[src/rtl/dmem_arbiter_if.sv]
// dmem_arbiter_if
//   Bundles the two requester ports (CPU and print/debug) and the shared
//   single-port memory port served by dmem_arbiter.
//   cpu_* / dbg_* : req, we, addr, wdata in; gnt, ready, rdata out of arbiter
//   mem_*         : en, we, addr, wdata out of arbiter; rdata into arbiter
//   slave  : arbiter view
//   master : environment view (requesters + memory)
interface dmem_arbiter_if #(
    parameter int DATA_W = 32,
    parameter int ADDR_W = 10
);
    logic              cpu_req;
    logic              cpu_we;
    logic [ADDR_W-1:0] cpu_addr;
    logic [DATA_W-1:0] cpu_wdata;
    logic              cpu_gnt;
    logic              cpu_ready;
    logic [DATA_W-1:0] cpu_rdata;

    logic              dbg_req;
    logic              dbg_we;
    logic [ADDR_W-1:0] dbg_addr;
    logic [DATA_W-1:0] dbg_wdata;
    logic              dbg_gnt;
    logic              dbg_ready;
    logic [DATA_W-1:0] dbg_rdata;

    logic              mem_en;
    logic              mem_we;
    logic [ADDR_W-1:0] mem_addr;
    logic [DATA_W-1:0] mem_wdata;
    logic [DATA_W-1:0] mem_rdata;

    modport slave (
        input  cpu_req, cpu_we, cpu_addr, cpu_wdata,
        output cpu_gnt, cpu_ready, cpu_rdata,
        input  dbg_req, dbg_we, dbg_addr, dbg_wdata,
        output dbg_gnt, dbg_ready, dbg_rdata,
        output mem_en, mem_we, mem_addr, mem_wdata,
        input  mem_rdata
    );

    modport master (
        output cpu_req, cpu_we, cpu_addr, cpu_wdata,
        input  cpu_gnt, cpu_ready, cpu_rdata,
        output dbg_req, dbg_we, dbg_addr, dbg_wdata,
        input  dbg_gnt, dbg_ready, dbg_rdata,
        input  mem_en, mem_we, mem_addr, mem_wdata,
        output mem_rdata
    );
endinterface

[src/rtl/dmem_arbiter.sv]
// dmem_arbiter
//   Round-robin arbiter sharing one single-port data memory between the CPU
//   and a print/debug requester. One transaction at a time:
//   IDLE -> ISSUE (mem_en pulse) -> WAIT (MEM_LAT cycles) -> RESP (ready).
//   Ports:
//     clock : rising-edge clock
//     reset : asynchronous, active-low reset
//     bus   : dmem_arbiter_if.slave (requester and memory signals)
//     busy  : high whenever the FSM is not in IDLE
module dmem_arbiter #(
    parameter int DATA_W  = 32,
    parameter int ADDR_W  = 10,
    parameter int MEM_LAT = 1
) (
    input  logic           clock,
    input  logic           reset,
    dmem_arbiter_if.slave  bus,
    output logic           busy
);

    typedef enum logic [1:0] {IDLE, ISSUE, WAIT, RESP} state_t;

    localparam logic [3:0] LAST_CNT = 4'(MEM_LAT - 1);

    state_t            state_q, state_d;
    logic [3:0]        cnt_q, cnt_d;
    logic              sel_q, sel_d;     // granted requester: 0 = CPU, 1 = dbg
    logic              last_q, last_d;   // winner of the most recent tie
    logic              we_q, we_d;
    logic [ADDR_W-1:0] addr_q, addr_d;
    logic [DATA_W-1:0] wdata_q, wdata_d;
    logic [DATA_W-1:0] cpu_rdata_q, cpu_rdata_d;
    logic [DATA_W-1:0] dbg_rdata_q, dbg_rdata_d;

    always_ff @(posedge clock or negedge reset) begin
        if (!reset) begin
            state_q     <= IDLE;
            cnt_q       <= '0;
            sel_q       <= 1'b0;
            last_q      <= 1'b1;          // dbg, so the CPU wins the first tie
            we_q        <= 1'b0;
            addr_q      <= '0;
            wdata_q     <= '0;
            cpu_rdata_q <= '0;
            dbg_rdata_q <= '0;
        end else begin
            state_q     <= state_d;
            cnt_q       <= cnt_d;
            sel_q       <= sel_d;
            last_q      <= last_d;
            we_q        <= we_d;
            addr_q      <= addr_d;
            wdata_q     <= wdata_d;
            cpu_rdata_q <= cpu_rdata_d;
            dbg_rdata_q <= dbg_rdata_d;
        end
    end

    always_comb begin
        state_d     = state_q;
        cnt_d       = cnt_q;
        sel_d       = sel_q;
        last_d      = last_q;
        we_d        = we_q;
        addr_d      = addr_q;
        wdata_d     = wdata_q;
        cpu_rdata_d = cpu_rdata_q;
        dbg_rdata_d = dbg_rdata_q;

        unique case (state_q)
            IDLE: begin
                if (bus.cpu_req || bus.dbg_req) begin
                    state_d = ISSUE;
                    // The pointer only moves on a tie; a lone requester
                    // leaves the tie history untouched.
                    if (bus.cpu_req && bus.dbg_req) begin
                        sel_d  = ~last_q;
                        last_d = ~last_q;
                    end else begin
                        sel_d  = bus.dbg_req;
                    end
                    if (sel_d) begin
                        we_d    = bus.dbg_we;
                        addr_d  = bus.dbg_addr;
                        wdata_d = bus.dbg_wdata;
                    end else begin
                        we_d    = bus.cpu_we;
                        addr_d  = bus.cpu_addr;
                        wdata_d = bus.cpu_wdata;
                    end
                end
            end
            ISSUE: begin
                state_d = WAIT;
                cnt_d   = '0;
            end
            WAIT: begin
                if (cnt_q == LAST_CNT) begin
                    state_d = RESP;
                    if (!we_q) begin
                        if (sel_q) dbg_rdata_d = bus.mem_rdata;
                        else       cpu_rdata_d = bus.mem_rdata;
                    end
                end else begin
                    cnt_d = cnt_q + 4'd1;
                end
            end
            RESP: begin
                state_d = IDLE;
            end
            default: begin
                state_d = IDLE;
            end
        endcase
    end

    // Outputs decode from registered state so reset clears them immediately.
    always_comb begin
        busy          = (state_q != IDLE);
        bus.cpu_gnt   = busy && !sel_q;
        bus.dbg_gnt   = busy &&  sel_q;
        bus.cpu_ready = (state_q == RESP) && !sel_q;
        bus.dbg_ready = (state_q == RESP) &&  sel_q;
        bus.cpu_rdata = cpu_rdata_q;
        bus.dbg_rdata = dbg_rdata_q;
        bus.mem_en    = (state_q == ISSUE);
        bus.mem_we    = (state_q == ISSUE) && we_q;
        bus.mem_addr  = addr_q;
        bus.mem_wdata = wdata_q;
    end

endmodule

[src/flat_wrapper.sv]
// flat-port wrapper written by rule: the top's interface ports become plain ports
module dmem_arbiter_flat 
#(
    parameter int DATA_W  = 32,
    parameter int ADDR_W  = 10,
    parameter int MEM_LAT = 1
)
  (clock, reset, busy, bus_cpu_req, bus_cpu_we, bus_cpu_addr, bus_cpu_wdata, bus_cpu_gnt, bus_cpu_ready, bus_cpu_rdata, bus_dbg_req, bus_dbg_we, bus_dbg_addr, bus_dbg_wdata, bus_dbg_gnt, bus_dbg_ready, bus_dbg_rdata, bus_mem_en, bus_mem_we, bus_mem_addr, bus_mem_wdata, bus_mem_rdata);
  dmem_arbiter_if #(.DATA_W(DATA_W), .ADDR_W(ADDR_W)) bus_i ();
  input  logic clock;
  input  logic reset;
  output logic busy;
  input wire logic [$bits(bus_i.cpu_req)-1:0] bus_cpu_req;
  input wire logic [$bits(bus_i.cpu_we)-1:0] bus_cpu_we;
  input wire logic [$bits(bus_i.cpu_addr)-1:0] bus_cpu_addr;
  input wire logic [$bits(bus_i.cpu_wdata)-1:0] bus_cpu_wdata;
  output wire logic [$bits(bus_i.cpu_gnt)-1:0] bus_cpu_gnt;
  output wire logic [$bits(bus_i.cpu_ready)-1:0] bus_cpu_ready;
  output wire logic [$bits(bus_i.cpu_rdata)-1:0] bus_cpu_rdata;
  input wire logic [$bits(bus_i.dbg_req)-1:0] bus_dbg_req;
  input wire logic [$bits(bus_i.dbg_we)-1:0] bus_dbg_we;
  input wire logic [$bits(bus_i.dbg_addr)-1:0] bus_dbg_addr;
  input wire logic [$bits(bus_i.dbg_wdata)-1:0] bus_dbg_wdata;
  output wire logic [$bits(bus_i.dbg_gnt)-1:0] bus_dbg_gnt;
  output wire logic [$bits(bus_i.dbg_ready)-1:0] bus_dbg_ready;
  output wire logic [$bits(bus_i.dbg_rdata)-1:0] bus_dbg_rdata;
  output wire logic [$bits(bus_i.mem_en)-1:0] bus_mem_en;
  output wire logic [$bits(bus_i.mem_we)-1:0] bus_mem_we;
  output wire logic [$bits(bus_i.mem_addr)-1:0] bus_mem_addr;
  output wire logic [$bits(bus_i.mem_wdata)-1:0] bus_mem_wdata;
  input wire logic [$bits(bus_i.mem_rdata)-1:0] bus_mem_rdata;
  assign bus_i.cpu_req = bus_cpu_req;
  assign bus_i.cpu_we = bus_cpu_we;
  assign bus_i.cpu_addr = bus_cpu_addr;
  assign bus_i.cpu_wdata = bus_cpu_wdata;
  assign bus_cpu_gnt = bus_i.cpu_gnt;
  assign bus_cpu_ready = bus_i.cpu_ready;
  assign bus_cpu_rdata = bus_i.cpu_rdata;
  assign bus_i.dbg_req = bus_dbg_req;
  assign bus_i.dbg_we = bus_dbg_we;
  assign bus_i.dbg_addr = bus_dbg_addr;
  assign bus_i.dbg_wdata = bus_dbg_wdata;
  assign bus_dbg_gnt = bus_i.dbg_gnt;
  assign bus_dbg_ready = bus_i.dbg_ready;
  assign bus_dbg_rdata = bus_i.dbg_rdata;
  assign bus_mem_en = bus_i.mem_en;
  assign bus_mem_we = bus_i.mem_we;
  assign bus_mem_addr = bus_i.mem_addr;
  assign bus_mem_wdata = bus_i.mem_wdata;
  assign bus_i.mem_rdata = bus_mem_rdata;
  dmem_arbiter #(.DATA_W(DATA_W), .ADDR_W(ADDR_W), .MEM_LAT(MEM_LAT)) u_core (.clock(clock), .reset(reset), .bus(bus_i), .busy(busy));
endmodule
[config.mk]
export PLATFORM = sky130hd
export DESIGN_NAME = dmem_arbiter_flat
export DESIGN_NICKNAME = d
export VERILOG_FILES = /design/src/rtl/dmem_arbiter_if.sv /design/src/rtl/dmem_arbiter.sv /design/src/flat_wrapper.sv
export SDC_FILE = /design/constraint.sdc
export NUM_CORES = 1
export LEC_CHECK = 0
export BUFFER_PORTS_ARGS = -buffer_cell sky130_fd_sc_hd__buf_2
export CAP_MARGIN = 20
export CORE_UTILIZATION = 47
export DETAILED_ROUTE_END_ITERATION = 10
export HOLD_SLACK_MARGIN = 0.02
export PLACE_DENSITY = 0.91
export RECOVER_POWER = 100
export SLEW_MARGIN = 10
export SYNTH_ARGS = -nofsm -noshare
export SYNTH_HDL_FRONTEND = slang
export SYNTH_SLANG_ARGS = --single-unit
[constraint.sdc]
create_clock -name clock -period 2.65 [get_ports clock]
set_input_delay 0.1325 -clock clock [delete_from_list [all_inputs] [get_ports clock]]
set_output_delay 0.1325 -clock clock [all_outputs]
set_load 0.05 [all_outputs]
# After elaboration in Yosys (flattened, before gate mapping)
# Cells that the tools add are included.
# word_totals
mem_count	0
rom_bits	0
wordCells	48
mem_bits_rw	0
reg_bits	115
latchBits	0
# classes
muxes	11
n_shift	0
n_mul	0
n_addsub	1
eq_ne	6
n_div	0
bitwise_logic	3
n_reduce_logical	18
n_lt_le_gt_ge	0
# ops
cell	count
32-bit two-way mux	1
10-bit two-way mux	1
2-bit case mux with 4 select lines	1
4-bit case mux with 2 select lines	1
4-bit AND reduction	2
1-bit logical AND	6
2-bit AND reduction	3
4-bit by 1-bit adder with 4-bit output, second input constant	1
2-bit == test, second input constant	2
4-bit zero test	1
1-bit two-way mux	4
2-bit two-way mux	2
4-bit two-way mux	1
2-bit by 1-bit inequality test with 1-bit output, second input constant	2
2-bit nonzero test	2
1-bit NOT	3
3-bit AND reduction	1
2-bit by 1-bit == test with 1-bit output, second input constant	1
2-bit zero test	1
2-bit inequality test, second input constant	1
1-bit zero test	1
1-bit logical OR	1

# Longest topological paths before layout
# depth
depth_word	5
depth_mapped	8
mapped_depth_nobuf	5

# Worst setup path after synthesis
# Ideal clock, no wire load.
# synth_timing
path_type	register -> register
from	register u_core.state_q[0]
to	register u_core.dbg_rdata_q[10], in the netlist u_core.bus.dbg_rdata[10]
stages_incl_launch_ff	9
slack_ns	0.684
arrival_time_ns	1.841
required_time_ns	2.525
synth_period_minus_slack_ns	1.966
path_cell_list	dfrtp_1 inv_1 ha_1 buf_6 nand2b_4 or4_4 buf_6 buf_12 mux2_4
# synth_via
elab_chain_cells	2
# synth_lines
element	line_no	source
start, declared	dmem_arbiter.sv:25	state_t state_q, state_d;
start signal, assigned	dmem_arbiter.sv:47	state_q <= state_d;
2-bit == test	dmem_arbiter.sv:70	unique case (state_q)
4-bit AND reduction (no source line)	-	
end signal, assigned	dmem_arbiter.sv:55	dbg_rdata_q <= dbg_rdata_d;
end, declared	dmem_arbiter.sv:33	logic [DATA_W-1:0] dbg_rdata_q, dbg_rdata_d;
# No other way between the ends.
# A chain may end at the register's enable or synchronous reset.

# Worst setup path in the final report
# layout_timing
from	register u_core.last_q
to	register u_core.wdata_q[20], in the netlist u_core.bus.mem_wdata[20]
# layout_via
elab_chain_cells	5
# layout_lines
element	line_no	source
start, declared	dmem_arbiter.sv:28	logic last_q, last_d;
start signal, assigned	dmem_arbiter.sv:50	last_q <= last_d;
1-bit NOT	dmem_arbiter.sv:77	sel_d = ~last_q;
1-bit two-way mux	dmem_arbiter.sv:76	if (bus.cpu_req && bus.dbg_req) begin
1-bit two-way mux	dmem_arbiter.sv:72	if (bus.cpu_req || bus.dbg_req) begin
1-bit two-way mux	dmem_arbiter.sv:70	
32-bit two-way mux	dmem_arbiter.sv:82	if (sel_d) begin
end signal, assigned	dmem_arbiter.sv:53	wdata_q <= wdata_d;
end, declared	dmem_arbiter.sv:31	logic [DATA_W-1:0] wdata_q, wdata_d;
# No other way between the ends. The select of a mux whose other input is x is not followed.

==> run_results.csv <==
group,metric,value,unit
grt,grt_pass1_vias,4896,
sta,worstMarginPinSlew,1.21,ns
routing,first_pass_iters,5,
finish,layout_commonest_cell,"dlygate4sd3_1",
synthesis,synthCells,378,
finish,fillers,740,
worst_setup_path,crit_path_max_incr_delay,0.57,ns
synthesis,async_flop_share,1.00,
synthesis,synth.top_cell.area_share,0.551,
pwr,clockPowerShare,0.178,
clocking,cts_buffer_depth,2,
worst_setup_path,reg2reg_depth,5,
die,die-area,0.0114,mm²
synthesis,ys_top_cells_by_area,"dfrtp_1 55%, mux2_4 17%, mux2i_1 8.5%",
sta,hold_slack,0.235,ns
finish,area_delta_synth_final,49.1,%
worst_setup_path,worst_ep_arrival_time,2.82,ns
pwr,powerDensity,1430,mW/mm²
pwr,vdd_ir_drop_max,0.000997,V
finish,final_layout_size_suffix_gt1_frac,0.224,
routing,drtIter0Drc,311,
finish,nNetsFinal,865,
clocking,numCtsBuffers,17,
synthesis,ys_seq_area_frac,0.556,
placement,gp_congestion,0.826,
synthesis,synth_edf_count,0,
worst_setup_path,critical_path_class,"register to register",
sta,hold_viol_final,0,
clocking,clk_latency,0.50,ns
pwr,p_sw_frac,0.535,
pwr,p_leak,3.66,nW
hold_path,min_path_cells,4,
routing,dr_total_vias,4549,
hold_path,hp-class,"input pin to register",
synthesis,syn_nets,506,
routing,postRouteAntennaNets,0,
grt,grt-ovfl-total,0,
sta,post-route-min-period,2.50,ns
sta,finalCritPeriodShare,0.945,
synthesis,yosys_warnings,0,
clocking,cts_setup_buffers,0,
grt,antenna_found_initial,0,
sta,setup_tns,0,ns
sta,rsz0062_at_grt,"no",
die,ios,235,
worst_setup_path,critPathCaptureType,"register",
worst_setup_path,path_depth,5,
worst_setup_path,cp-start-kind,"register",
sta,setup_viol,0,
synthesis,ys_seq_elements,115,
sta,relSlewSlack,0.193,
sta,maxSlewViolCount,0,
worst_setup_path,crit_buf_inv,2,
clocking,cts_num_sinks,115,
synthesis,synth_ff_type,"dfrtp_1",
die,initial_core_util,0.492,
placement,dpl_worst_slack,0.374,ns
grt,grt_usage,0.302,
die,design.core.area,0.0105,mm²
worst_setup_path,worst_path_max_delay_cell,"dlygate4sd3_1",
clocking,htreeDepth,4,
die,core.rowCount,37,
die,die_w,107,µm
grt,grt_pass1_wl,25800,µm
worst_setup_path,critPathRequiredTime,2.96,ns
grt,grt_start_max_net_pins,88,
pwr,p_seq_frac,0.293,
pwr,p_comb_frac,0.529,
synthesis,syn_area,0.00517,mm²
pwr,p_int,5.13,mW
synthesis,postSynthAreaPerCell,13.7,µm²
placement,portBuffers,234,
synthesis,synth.distinct_cells,31,
clocking,cts_resized,0,
worst_setup_path,crit_family,"buffers and inverters",
die,dieHeight,107,µm
sta,skew,0.00787,ns
synthesis,synth_area_leader_cell,"dfrtp_1",
routing,via_per_inst,5.14,
routing,wirelength,16700,µm
run_status,status,"finished clean",
routing,route.detailed.drc,0,
pwr,p_sw,5.90,mW
sta,max_freq,399,MHz
worst_setup_path,cp_max_fo,19,
finish,diodes,0,
worst_setup_path,critical_path.cell_chain,"a21bo_2 -> buf_4 -> mux2i_1 -> dlygate4sd3_1 -> o21ai_0",
clocking,clk_pin_slew_worst_paths,0.06,ns
finish,final_cell_mix,"121 x dlygate4sd3_1, 120 x buf_2, 117 x clkbuf_1, 114 x dfrtp_1, 60 x mux2_1",
job,drv_cap,0,
routing,detail_route.wl_per_cell,18.8,µm
placement,dp_hpwl,9260,µm
clocking,cts_tree,"built",
sta,layout_setup_ws,0.145,ns
clocking,cts-root-buf,"clkbuf_8",
per-stage QoR:
stage | utilization | power, mW | cells | cell area [µm²]
3_5_place_dp | 0.609 | 9.46 | 733 | 6400
5_1_grt | 0.734 | 11.5 | 885 | 7710
6_report | 0.734 | 11.0 | 885 | 7710
4_1_cts | 0.773 | 11.7 | 885 | 8120
2_1_floorplan | - | 8.11 | 378 | 5170
3_3_place_gp | 0.609 | 9.24 | 733 | 6400
flip-flops by register name (all words and copies together) (netlist names):
signal	flops
u_core.bus.cpu_rdata	32
u_core.bus.dbg_rdata	32
u_core.bus.mem_addr	10
u_core.bus.mem_wdata	32
u_core.cnt_q	4
u_core.last_q	1
u_core.sel_q	1
u_core.state_q	2
u_core.we_q	1
cell usage after synthesis, types with 4 or more instances:
| cell | count |
|---|---|
| mux2i_1 | 44 |
| inv_1 | 7 |
| ha_1 | 6 |
| nand2_1 | 46 |
| buf_12 | 6 |
| clkbuf_1 | 9 |
| mux2_4 | 60 |
| nor2_1 | 4 |
| dfrtp_1 | 114 |
| o21ai_0 | 46 |
| buf_2 | 5 |
| mux2_2 | 5 |
worst register-to-register path: cells and delay by family (launching register included):
kind	cells	cell delay [ns]
AOI/OAI and AO/OA	2	0.65
buffers and inverters	2	0.92
DFF	1	0.53
muxes	1	0.23
repair_timing:
| action | CTS | global route |
|---|---|---|
| hold endpoints to repair | 151 | 0 |
| endpoints found under the setup margin | 0 | 0 |
| hold buffers | 121 | 0 |
power by group through the flow:
| stage | combinational [mW] | clock (mW) | sequential [mW] |
|---|---|---|---|
| after floorplan | 2.15 | 0 | 5.95 |
| after global placement | 6.13 | 0 | 3.11 |
| after detailed placement | 6.29 | 0 | 3.17 |
| after CTS | 6.53 | 2.00 | 3.15 |
| after global routing | 6.11 | 2.08 | 3.31 |
| final | 5.83 | 1.96 | 3.24 |
worst paths after layout:
| check | startpoint | to | slack, ns |
|---|---|---|---|
| setup / recovery | u_core.last_q | u_core.bus.mem_wdata[20] | 0.15 |
| hold / removal | bus_dbg_req | u_core.state_q[0] | 0.24 |
| setup reg to reg | u_core.last_q | u_core.bus.mem_wdata[20] | 0.15 |
| hold reg to reg | u_core.bus.mem_addr[8] | u_core.bus.mem_addr[8] | 0.48 |
| max in group asynchronous | reset | u_core.bus.cpu_rdata[13] | 0.51 |
| min in group asynchronous | reset | u_core.bus.cpu_rdata[31] | 0.37 |
cell type report:
cell class / count / area, µm² / share of cell area
Inverter: 7 / 26.3 / 0.00341
Tap cell: 136 / 170 / 0.0221
Clock inverter: 10 / 61.3 / 0.00795
Clock buffer: 21 / 449 / 0.0582
Timing Repair Buffer: 363 / 2290 / 0.297
Sequential cell: 115 / 2880 / 0.373
Multi-Input combinational cell: 233 / 1840 / 0.238
layer usage:
layer  share of wire  global-route usage
met1            0.39               0.351
met2            0.50               0.519
met3           0.074              0.0748
met4           0.032               0.146
met5               0                   0
cells by family (layout without fill, tap and decap cells):
kind of cell / count (synthesis) / count (layout) / share of synthesized area
simple gates: 64 / 64 / 0.0566
compound gates: 53 / 53 / 0.0544
mux: 109 / 109 / 0.270
fa+ha+maj: 6 / 6 / 0.0145
xor+xnor: 1 / 1 / 0.00169
buf+inv: 30 / 401 / 0.0462
flops: 115 / 115 / 0.556
(Power assumes the default switching activity.)
